==> src/rtl/vga_fb_scanner.sv <==
// VGA framebuffer scanner: generates raster timing, framebuffer read
// addresses (with optional pixel replication) and sync/blank outputs
// delayed to line up with the memory read data. Buffer swaps are latched
// on the last pixel of a frame so the display never tears.
// Optional feature: define VGA_FB_SCANNER_TESTPAT_EN to add an internal
// vertical-bar test pattern selected by the testpat input.
module vga_fb_scanner #(
  parameter int H_ACTIVE   = 640,
  parameter int H_FP       = 16,
  parameter int H_SYNC     = 96,
  parameter int H_BP       = 48,
  parameter int V_ACTIVE   = 480,
  parameter int V_FP       = 10,
  parameter int V_SYNC     = 2,
  parameter int V_BP       = 33,
  parameter int ADDR_W     = 19,
  parameter int IDX_W      = 8,
  parameter int RD_LAT     = 1,
  parameter int SCALE_LOG2 = 0
) (
  input  logic              clock,
  input  logic              resetn,
  input  logic              enable,
  input  logic [ADDR_W-1:0] fb_base_a,
  input  logic [ADDR_W-1:0] fb_base_b,
  input  logic              buf_sel_req,
  input  logic              testpat,
  input  logic [IDX_W-1:0]  vga_index,
  output logic [ADDR_W-1:0] vga_addr,
  output logic              vga_rd_en,
  output logic [IDX_W-1:0]  index_out,
  output logic              oHS,
  output logic              oVS,
  output logic              oBLANK_n,
  output logic              frame_start,
  output logic              buf_sel_cur
);

  localparam int H_TOTAL = H_ACTIVE + H_FP + H_SYNC + H_BP;
  localparam int V_TOTAL = V_ACTIVE + V_FP + V_SYNC + V_BP;
  localparam int HW      = $clog2(H_TOTAL);
  localparam int VW      = $clog2(V_TOTAL);

  localparam logic [HW-1:0] H_LAST = HW'(H_TOTAL - 1);
  localparam logic [HW-1:0] H_ACT  = HW'(H_ACTIVE);
  localparam logic [HW-1:0] HS_BEG = HW'(H_ACTIVE + H_FP);
  localparam logic [HW-1:0] HS_END = HW'(H_ACTIVE + H_FP + H_SYNC);
  localparam logic [VW-1:0] V_LAST = VW'(V_TOTAL - 1);
  localparam logic [VW-1:0] V_ACT  = VW'(V_ACTIVE);
  localparam logic [VW-1:0] VS_BEG = VW'(V_ACTIVE + V_FP);
  localparam logic [VW-1:0] VS_END = VW'(V_ACTIVE + V_FP + V_SYNC);
  // Low bits of v_cnt that select the replicated line within a scaled row.
  localparam logic [VW-1:0] V_MASK = VW'((1 << SCALE_LOG2) - 1);
  localparam logic [ADDR_W-1:0] ROW_STEP = ADDR_W'(H_ACTIVE >> SCALE_LOG2);

  logic [HW-1:0]     h_cnt;
  logic [VW-1:0]     v_cnt;
  logic [VW-1:0]     v_next;
  logic [ADDR_W-1:0] row_acc;
  logic [ADDR_W-1:0] base;
  logic [HW-1:0]     h_pix;
  logic              h_wrap;
  logic              v_wrap;
  logic              row_step_en;
  logic              active;
  logic              hs_raw;
  logic              vs_raw;
  logic              out_on;
  logic [RD_LAT-1:0] hs_pipe;
  logic [RD_LAT-1:0] vs_pipe;
  logic [RD_LAT-1:0] act_pipe;

  // Raster decode from the current counter position.
  always_comb begin
    h_wrap      = (h_cnt == H_LAST);
    v_wrap      = (v_cnt == V_LAST);
    v_next      = v_cnt + VW'(1);
    row_step_en = ((v_next & V_MASK) == '0);
    active      = enable && (h_cnt < H_ACT) && (v_cnt < V_ACT);
    hs_raw      = !((h_cnt >= HS_BEG) && (h_cnt < HS_END));
    vs_raw      = !((v_cnt >= VS_BEG) && (v_cnt < VS_END));
    out_on      = resetn & enable;
    base        = buf_sel_cur ? fb_base_b : fb_base_a;
    h_pix       = h_cnt >> SCALE_LOG2;
  end

  // Pixel/line counters and the row-offset accumulator; idle holds at (0,0).
  always_ff @(posedge clock) begin
    if (!resetn || !enable) begin
      h_cnt   <= '0;
      v_cnt   <= '0;
      row_acc <= '0;
    end else if (h_wrap) begin
      h_cnt <= '0;
      if (v_wrap) begin
        v_cnt   <= '0;
        row_acc <= '0;
      end else begin
        v_cnt <= v_next;
        if (row_step_en) row_acc <= row_acc + ROW_STEP;
      end
    end else begin
      h_cnt <= h_cnt + HW'(1);
    end
  end

  // Displayed buffer only changes on the very last pixel of a frame.
  always_ff @(posedge clock) begin
    if (!resetn) begin
      buf_sel_cur <= 1'b0;
    end else if (enable && h_wrap && v_wrap) begin
      buf_sel_cur <= buf_sel_req;
    end
  end

  // Delay syncs and blank by the memory latency; flush while idle.
  always_ff @(posedge clock) begin
    if (!resetn || !enable) begin
      hs_pipe  <= '1;
      vs_pipe  <= '1;
      act_pipe <= '0;
    end else begin
      hs_pipe  <= RD_LAT'({hs_pipe, hs_raw});
      vs_pipe  <= RD_LAT'({vs_pipe, vs_raw});
      act_pipe <= RD_LAT'({act_pipe, active});
    end
  end

  assign vga_addr    = base + row_acc + ADDR_W'(h_pix);
  assign oHS         = out_on ? hs_pipe[RD_LAT-1] : 1'b1;
  assign oVS         = out_on ? vs_pipe[RD_LAT-1] : 1'b1;
  assign oBLANK_n    = out_on & act_pipe[RD_LAT-1];
  assign frame_start = out_on && (h_cnt == '0) && (v_cnt == '0);

`ifdef VGA_FB_SCANNER_TESTPAT_EN
  localparam int PW = IDX_W + 3;

  logic [RD_LAT*PW-1:0] hpos_pipe;
  logic [PW-1:0]        hpos_d;
  logic [2:0]           unused_hpos_lsb;

  // Horizontal position delayed alongside blank, used for the bar pattern.
  always_ff @(posedge clock) begin
    if (!resetn || !enable) begin
      hpos_pipe <= '0;
    end else begin
      hpos_pipe <= (RD_LAT*PW)'({hpos_pipe, PW'(h_cnt)});
    end
  end

  assign hpos_d          = hpos_pipe[RD_LAT*PW-1 -: PW];
  assign unused_hpos_lsb = hpos_d[2:0];
  assign vga_rd_en       = out_on & active & ~testpat;
  assign index_out       = !oBLANK_n ? '0 : (testpat ? hpos_d[IDX_W+2:3] : vga_index);
`else
  logic unused_testpat;

  assign unused_testpat = testpat;
  assign vga_rd_en      = out_on & active;
  assign index_out      = oBLANK_n ? vga_index : '0;
`endif

endmodule

==> config.mk <==
export PLATFORM = sky130hd
export DESIGN_NAME = vga_fb_scanner
export DESIGN_NICKNAME = d
export VERILOG_FILES = /design/src/rtl/vga_fb_scanner.sv
export SDC_FILE = /design/constraint.sdc
export NUM_CORES = 1
export LEC_CHECK = 0
export ABC_AREA = 0
export BUFFER_PORTS_ARGS = -buffer_cell sky130_fd_sc_hd__buf_2
export CORE_UTILIZATION = 53
export DETAILED_ROUTE_END_ITERATION = 7
export PLACE_DENSITY = 0.81
export RECOVER_POWER = 25
export SYNTH_ARGS = -nofsm -noshare
export SYNTH_HDL_FRONTEND = slang
export SYNTH_SLANG_ARGS = --single-unit
==> constraint.sdc <==
create_clock -name clock -period 6.1 [get_ports clock]
set_clock_uncertainty 0.15 [all_clocks]
set_input_delay 1.83 -clock clock [delete_from_list [all_inputs] [get_ports clock]]
set_output_delay 1.83 -clock clock [all_outputs]
set_load 0.03 [all_outputs]
==> results of run 1 <==
## state kept, by name, indices dropped and copies added (netlist names)
name / cells
row_acc: 12
h_cnt: 10
v_cnt: 10
act_pipe: 1
buf_sel_cur: 1
hs_pipe: 1
vs_pipe: 1
## cell usage after synthesis, drive strengths merged
cell type / instances
and4: 2
o31ai: 1
ha: 37
mux2i: 5
a41oi: 1
o21ai: 10
nor2: 42
nor4: 3
or4: 2
a21oi: 15
a211oi: 3
inv: 11
a31o: 1
o21a: 4
a41o: 1
nand2b: 5
buf: 8
dfxtp: 36
a31oi: 4
o31a: 1
nand2: 22
xnor2: 17
a21o: 7
nor3: 5
clkbuf: 3
fa: 4
nand4b: 1
xor2: 23
and2: 11
mux2: 19
o211a: 1
o311ai: 1
nor2b: 2
and3: 9
o211ai: 2
nor4b: 2
and2b: 1
nand3: 14
nand4: 6
and4b: 2
nor3b: 1
or3: 2
nand3b: 2
## final timing paths
kind,from,end,slack (ns)
setup / recovery,fb_base_a[2],vga_addr[12],-0.11
hold / removal,v_cnt[1],vs_pipe,0.34
setup reg to reg,h_cnt[1],v_cnt[0],3.32
hold reg to reg,v_cnt[1],vs_pipe,0.34
## layer usage
layer	track usage [%]	vias to the layer above	wire, µm
met2	45.8	131	4500
met4	9.25	0	285
met3	3.53	33	429
met1	31.3	1480	3410
met5	0	-	0
li1	-	1455	-
## kinds of logic (layout without fill, tap and decap cells)
logic type / Yosys count / after routing / synth area share (%)
multiplexers: 24 / 24 / 8.70
AO/OA/AOI/OAI: 52 / 52 / 11.5
buffers and inverters: 22 / 132 / 3.30
flip-flops: 36 / 36 / 23.8
adder cells (fa/ha/maj): 41 / 41 / 17.9
AND/OR/NAND/NOR: 134 / 134 / 23.3
XOR/XNOR: 40 / 40 / 11.5
## worst max-delay path, delay by kind of cell
family                     cells  cell delay [ns]
muxes                          2             0.52
adders and majority gates      2             0.51
buffers and inverters          2             0.29
AOI/OAI and AO/OA              4             1.01
and+or+nand+nor                1             0.08
## what timing repair did
action	CTS	global route
cloned	0	0
resized for setup	19	48
endpoints found under the setup margin	11	11
pin swaps	7	24
buffers inserted	0	4
## cell type report
type	count	area, µm²
clock buffers	8	90.1
fillers	348	1330
inverters	11	41.3
multi-input cells	291	2530
flip-flops and latches	36	721
well taps	72	90.1
repair buffers	113	702
## stage by stage
step / std cells / cell area [µm²] / power, mW
final: 531 / 4180 / 0.533
after global routing: 531 / 4180 / 0.550
after CTS: 527 / 3890 / 0.514
after detailed placement: 519 / 3700 / 0.343
after global placement: 519 / 3700 / 0.341
after floorplan: 349 / 3060 / 0.305
## where the power goes
part           total [mW]  internal, mW  switching, mW
clock               0.173        0.0921         0.0810
sequential          0.237         0.236        0.00111
combinational       0.123        0.0557         0.0668
==> flow_metrics.env, run 1 <==
export IMPL_status="complete, but fails checks"
export IMPL_violations="setup timing"
export IMPL_holdPathStages=1
export IMPL_relSlewSlack_pct=46.0
export IMPL_dp_slack_ns=-0.298
export IMPL_worstRegToRegCells=5
export IMPL_coreArea_mm2=0.00551
export IMPL_slowest_stage="o31a_1"
export IMPL_cp_end_kind="output port"
export IMPL_crit_chain="buf_2 -> mux2_4 -> ha_4 -> ha_4 -> a211oi_4 -> nor2_2 -> o31a_1 -> a41oi_4 -> mux2i_1 -> o311ai_1 -> buf_4"
export IMPL_setup_viol=7
export IMPL_layout_common_cells="buf_2, nor2_1, dfxtp_1"
export IMPL_required_ns=4.12
export IMPL_port_buffers=82
export IMPL_ant_nets=0
export IMPL_dp_hpwl_mm=5.71
export IMPL_startpoint_type="input port"
export IMPL_syn_inst=349
export IMPL_crit_path_frequent_cell="ha_4"
export IMPL_cts_tree="done"
export IMPL_utilization_pct=75.8
export IMPL_min_path_type="register to register"
export IMPL_hold_violations=0
export IMPL_root_buffer="clkbuf_8"
export IMPL_grt_max_degree=23
export IMPL_period_share_pct=102
export IMPL_drive_gt1_share_pct=38.3
export IMPL_route_detailed_drc=0
export IMPL_critPathArrivalTime_ns=4.23
export IMPL_final_common_cell="buf_2"
export IMPL_dieArea_mm2=0.00603
export IMPL_cp_slowest_stage_delay_ns=0.35
export IMPL_drt_wirelength_per_cell_um=16.2
export IMPL_cap_violations=0
export IMPL_clock_latency_ns=0.29
export IMPL_synth_top_area_cell="dfxtp_1"
export IMPL_ys_top_cells_by_area="dfxtp_1, ha_1, mux2_2"
export IMPL_rows=27
export IMPL_clock_sinks=36
export IMPL_ys_seq_area_share_pct=23.8
export IMPL_netlist_area_mm2=0.00303
export IMPL_drv_slew=0
export IMPL_path_class="input port to output port"
export IMPL_wl_mm=8.62
export IMPL_cts_htree_levels=2
export IMPL_area_growth_pct=37.6
export IMPL_numCtsBuffers=5
export IMPL_synth_seq_cells=36
export IMPL_worst_pin_slew_ns=0.810
export IMPL_hold_slack_ns=0.341
export IMPL_grt_remaining_overflow=0
export IMPL_ctsHoldBuffers=0
export IMPL_fin_ws_ns=-0.114
export IMPL_fin_setup_tns_ns=-0.441
export IMPL_rsz0062_at_grt="yes"
export IMPL_syn_avg_cell_area_um2=8.69
export IMPL_min_period_ns=6.21
export IMPL_chipHeight_um=77.7
export IMPL_grt_pass1_wl_mm=12.4
export IMPL_ios=84
export IMPL_antenna_found_initial=0
export IMPL_fmax_ghz=0.161
export IMPL_vias_per_cell=5.84
export IMPL_synth_nets=441
export IMPL_p_leak_nw=1.89
export IMPL_ir_drop_mv=0.106
export IMPL_die_width_um=77.7
export IMPL_path_max_fanout=4
export IMPL_clkTransAtPathRegs_ns=0.07
export IMPL_gp_congestion=0.886
export IMPL_synth_warnings=0
export IMPL_grt_pass1_vias=2825
export IMPL_clockBufferDepth=2
export IMPL_drt_iter0_drc=228
export IMPL_dr_pass1_iters=4
export IMPL_power_density_mw_per_mm2=128
export IMPL_synth_top_area_share_pct=23.8
export IMPL_fin_nets=550
export IMPL_gr_usage_all_layers_pct=25.7
export IMPL_synth_cell_type_count=52
export IMPL_num_vias=3099
export IMPL_initial_core_util_pct=55.1
export IMPL_antenna_cells=0
(Power assumes the default switching activity.)
==> inputs of run 2 (changes only) <==
--- a/config.mk
+++ b/config.mk
@@ -9,6 +9,7 @@
 export BUFFER_PORTS_ARGS = -buffer_cell sky130_fd_sc_hd__buf_2
 export CORE_UTILIZATION = 53
 export DETAILED_ROUTE_END_ITERATION = 7
+export GPL_TIMING_DRIVEN = 0
 export PLACE_DENSITY = 0.81
 export RECOVER_POWER = 25
 export SYNTH_ARGS = -nofsm -noshare
==> flow_metrics.env, run 2 (synthesis gave the netlist of run 1 again) <==
export IMPL_fmax_ghz=0.163
export IMPL_ctsHoldBuffers=0
export IMPL_ir_drop_mv=0.117
export IMPL_cts_tree="done"
export IMPL_coreArea_mm2=0.00551
export IMPL_min_path_type="register to register"
export IMPL_worst_pin_slew_ns=0.625
export IMPL_fin_setup_tns_ns=-0.0420
export IMPL_fin_ws_ns=-0.0247
export IMPL_route_detailed_drc=0
export IMPL_dp_hpwl_mm=5.42
export IMPL_gp_congestion=0.875
export IMPL_wl_mm=7.77
export IMPL_grt_remaining_overflow=0
export IMPL_dr_pass1_iters=4
export IMPL_rsz0062_at_grt="yes"
export IMPL_fin_nets=539
export IMPL_initial_core_util_pct=55.1
export IMPL_path_max_fanout=5
export IMPL_chipHeight_um=77.7
export IMPL_path_class="input port to output port"
export IMPL_clkTransAtPathRegs_ns=0.08
export IMPL_clock_latency_ns=0.29
export IMPL_min_period_ns=6.12
export IMPL_grt_pass1_vias=2705
export IMPL_antenna_found_initial=0
export IMPL_clock_sinks=36
export IMPL_top_regs="row_acc: 12 flops, h_cnt: 10 flops, v_cnt: 10 flops"
export IMPL_final_common_cell="buf_2"
export IMPL_cap_violations=0
export IMPL_post_place_cells=503
export IMPL_area_growth_pct=36.3
export IMPL_nFillCells=376
export IMPL_ant_nets=0
export IMPL_dieArea_mm2=0.00603
export IMPL_numCtsBuffers=5
export IMPL_grt_max_degree=13
export IMPL_grt_util_met3_pct=3.65
export IMPL_period_share_pct=100
export IMPL_crit_path_frequent_cell="buf_6"
export IMPL_ios=84
export IMPL_layoutNonFillerInstCount=520
export IMPL_drv_slew=0
export IMPL_die_width_um=77.7
export IMPL_drt_iter0_drc=205
export IMPL_dp_slack_ns=-0.347
export IMPL_largest_reg_flops=12
export IMPL_total_power_mw=0.565
export IMPL_num_vias=2899
export IMPL_slowest_stage="fa_1"
export IMPL_rows=27
export IMPL_violations="setup timing"
export IMPL_grt_pass1_wl_mm=12.7
export IMPL_root_buffer="clkbuf_8"
export IMPL_cts_htree_levels=2
export IMPL_gr_usage_all_layers_pct=26.4
export IMPL_cp_end_kind="output port"
export IMPL_vias_per_cell=5.58
export IMPL_use_met1_pct=35.1
export IMPL_status="complete, but fails checks"
export IMPL_clockBufferDepth=2
export IMPL_setup_viol=2
export IMPL_critPathArrivalTime_ns=4.14
export IMPL_cp_slowest_stage_delay_ns=0.44
export IMPL_antenna_cells=0
export IMPL_port_buffers=82
export IMPL_relSlewSlack_pct=58.4
export IMPL_drt_wirelength_per_cell_um=14.9
export IMPL_utilization_pct=75.1
export IMPL_power_density_mw_per_mm2=137
export IMPL_crit_chain="buf_6 -> mux2_4 -> fa_1 -> ha_1 -> buf_6 -> a21oi_4 -> nand2_2 -> o21ai_4 -> nand3_2 -> a31oi_1 -> xnor2_1 -> buf_4"
export IMPL_drive_gt1_share_pct=37.9
export IMPL_top_register="row_acc"
export IMPL_startpoint_type="input port"
export IMPL_use_met2_pct=44.9
export IMPL_hold_violations=0
export IMPL_layout_common_cells="buf_2, nor2_1, dfxtp_1"
export IMPL_p_leak_nw=1.83
export IMPL_required_ns=4.12
export IMPL_grt_busiest_layer="met2"
run 2: cell count changes in the layout (fill, tap and decap cells not counted), sizes merged:
| cell | delta |
|---|---|
| clkinv | +1 |
| clkinvlp | +1 |
| clkbuf | -1 |
| buf | -13 |
| bufinv | +1 |
run 2: report_power, final:
part	leakage [nW]	switching, mW	internal (mW)	total [mW]
Clock	0.0541	0.0907	0.121	0.212
Sequential	0.290	0.00101	0.236	0.237
Combinational	1.49	0.0631	0.0536	0.117
run 2: final cells by class:
cell class              count  area, µm²  area share, %
multi-input cells         291       2550           61.8
flip-flops and latches     36        721           17.4
repair buffers             92        549           13.3
well taps                  72       90.1           2.18
clock buffers               5       68.8           1.66
plain buffers              10       67.6           1.63
clock inverters             3       42.5           1.03
inverters                  11       41.3          0.998
run 2: final timing paths:
check	cells after the start	from	endpoint	slack, ns
min	1	v_cnt[1]	vs_pipe	0.35
min reg2reg	1	v_cnt[1]	vs_pipe	0.35
max	12	fb_base_a[8]	vga_addr[15]	-0.02
max reg2reg	9	h_cnt[0]	row_acc[11]	3.98
run 2: metrics by stage:
| step | hold slack (ns) | instance area, µm² |
|---|---|---|
| final | 0.349 | 4140 |
| after global routing | 0.376 | 4140 |
| after CTS | 0.346 | 4030 |
| after detailed placement | 0.328 | 3560 |
| after global placement | 0.316 | 3560 |
| after floorplan | 0.285 | 3060 |
run 2: worst max-delay path, delay by kind of cell:
kind                     cells  cell delay [ns]
multiplexers                 1             0.27
XOR/XNOR                     1             0.16
AND/OR/NAND/NOR              2             0.18
buffers and inverters        3             0.42
AO/OA/AOI/OAI                3             0.55
adder cells (fa/ha/maj)      2             0.74
run 2: per-layer routing:
| metal | up-vias | wire, µm |
|---|---|---|
| li1 | 1430 | - |
| met1 | 1384 | 3390 |
| met2 | 79 | 3980 |
| met3 | 6 | 334 |
| met4 | 0 | 71 |
| met5 | - | 0 |
run 2: repair_timing:
action | in CTS | in global routing
setup buffers | 7 | 3
resized for setup | 55 | 21
pin swaps | 20 | 15
hold endpoints to repair | 0 | 0
setup endpoints to repair | 9 | 10
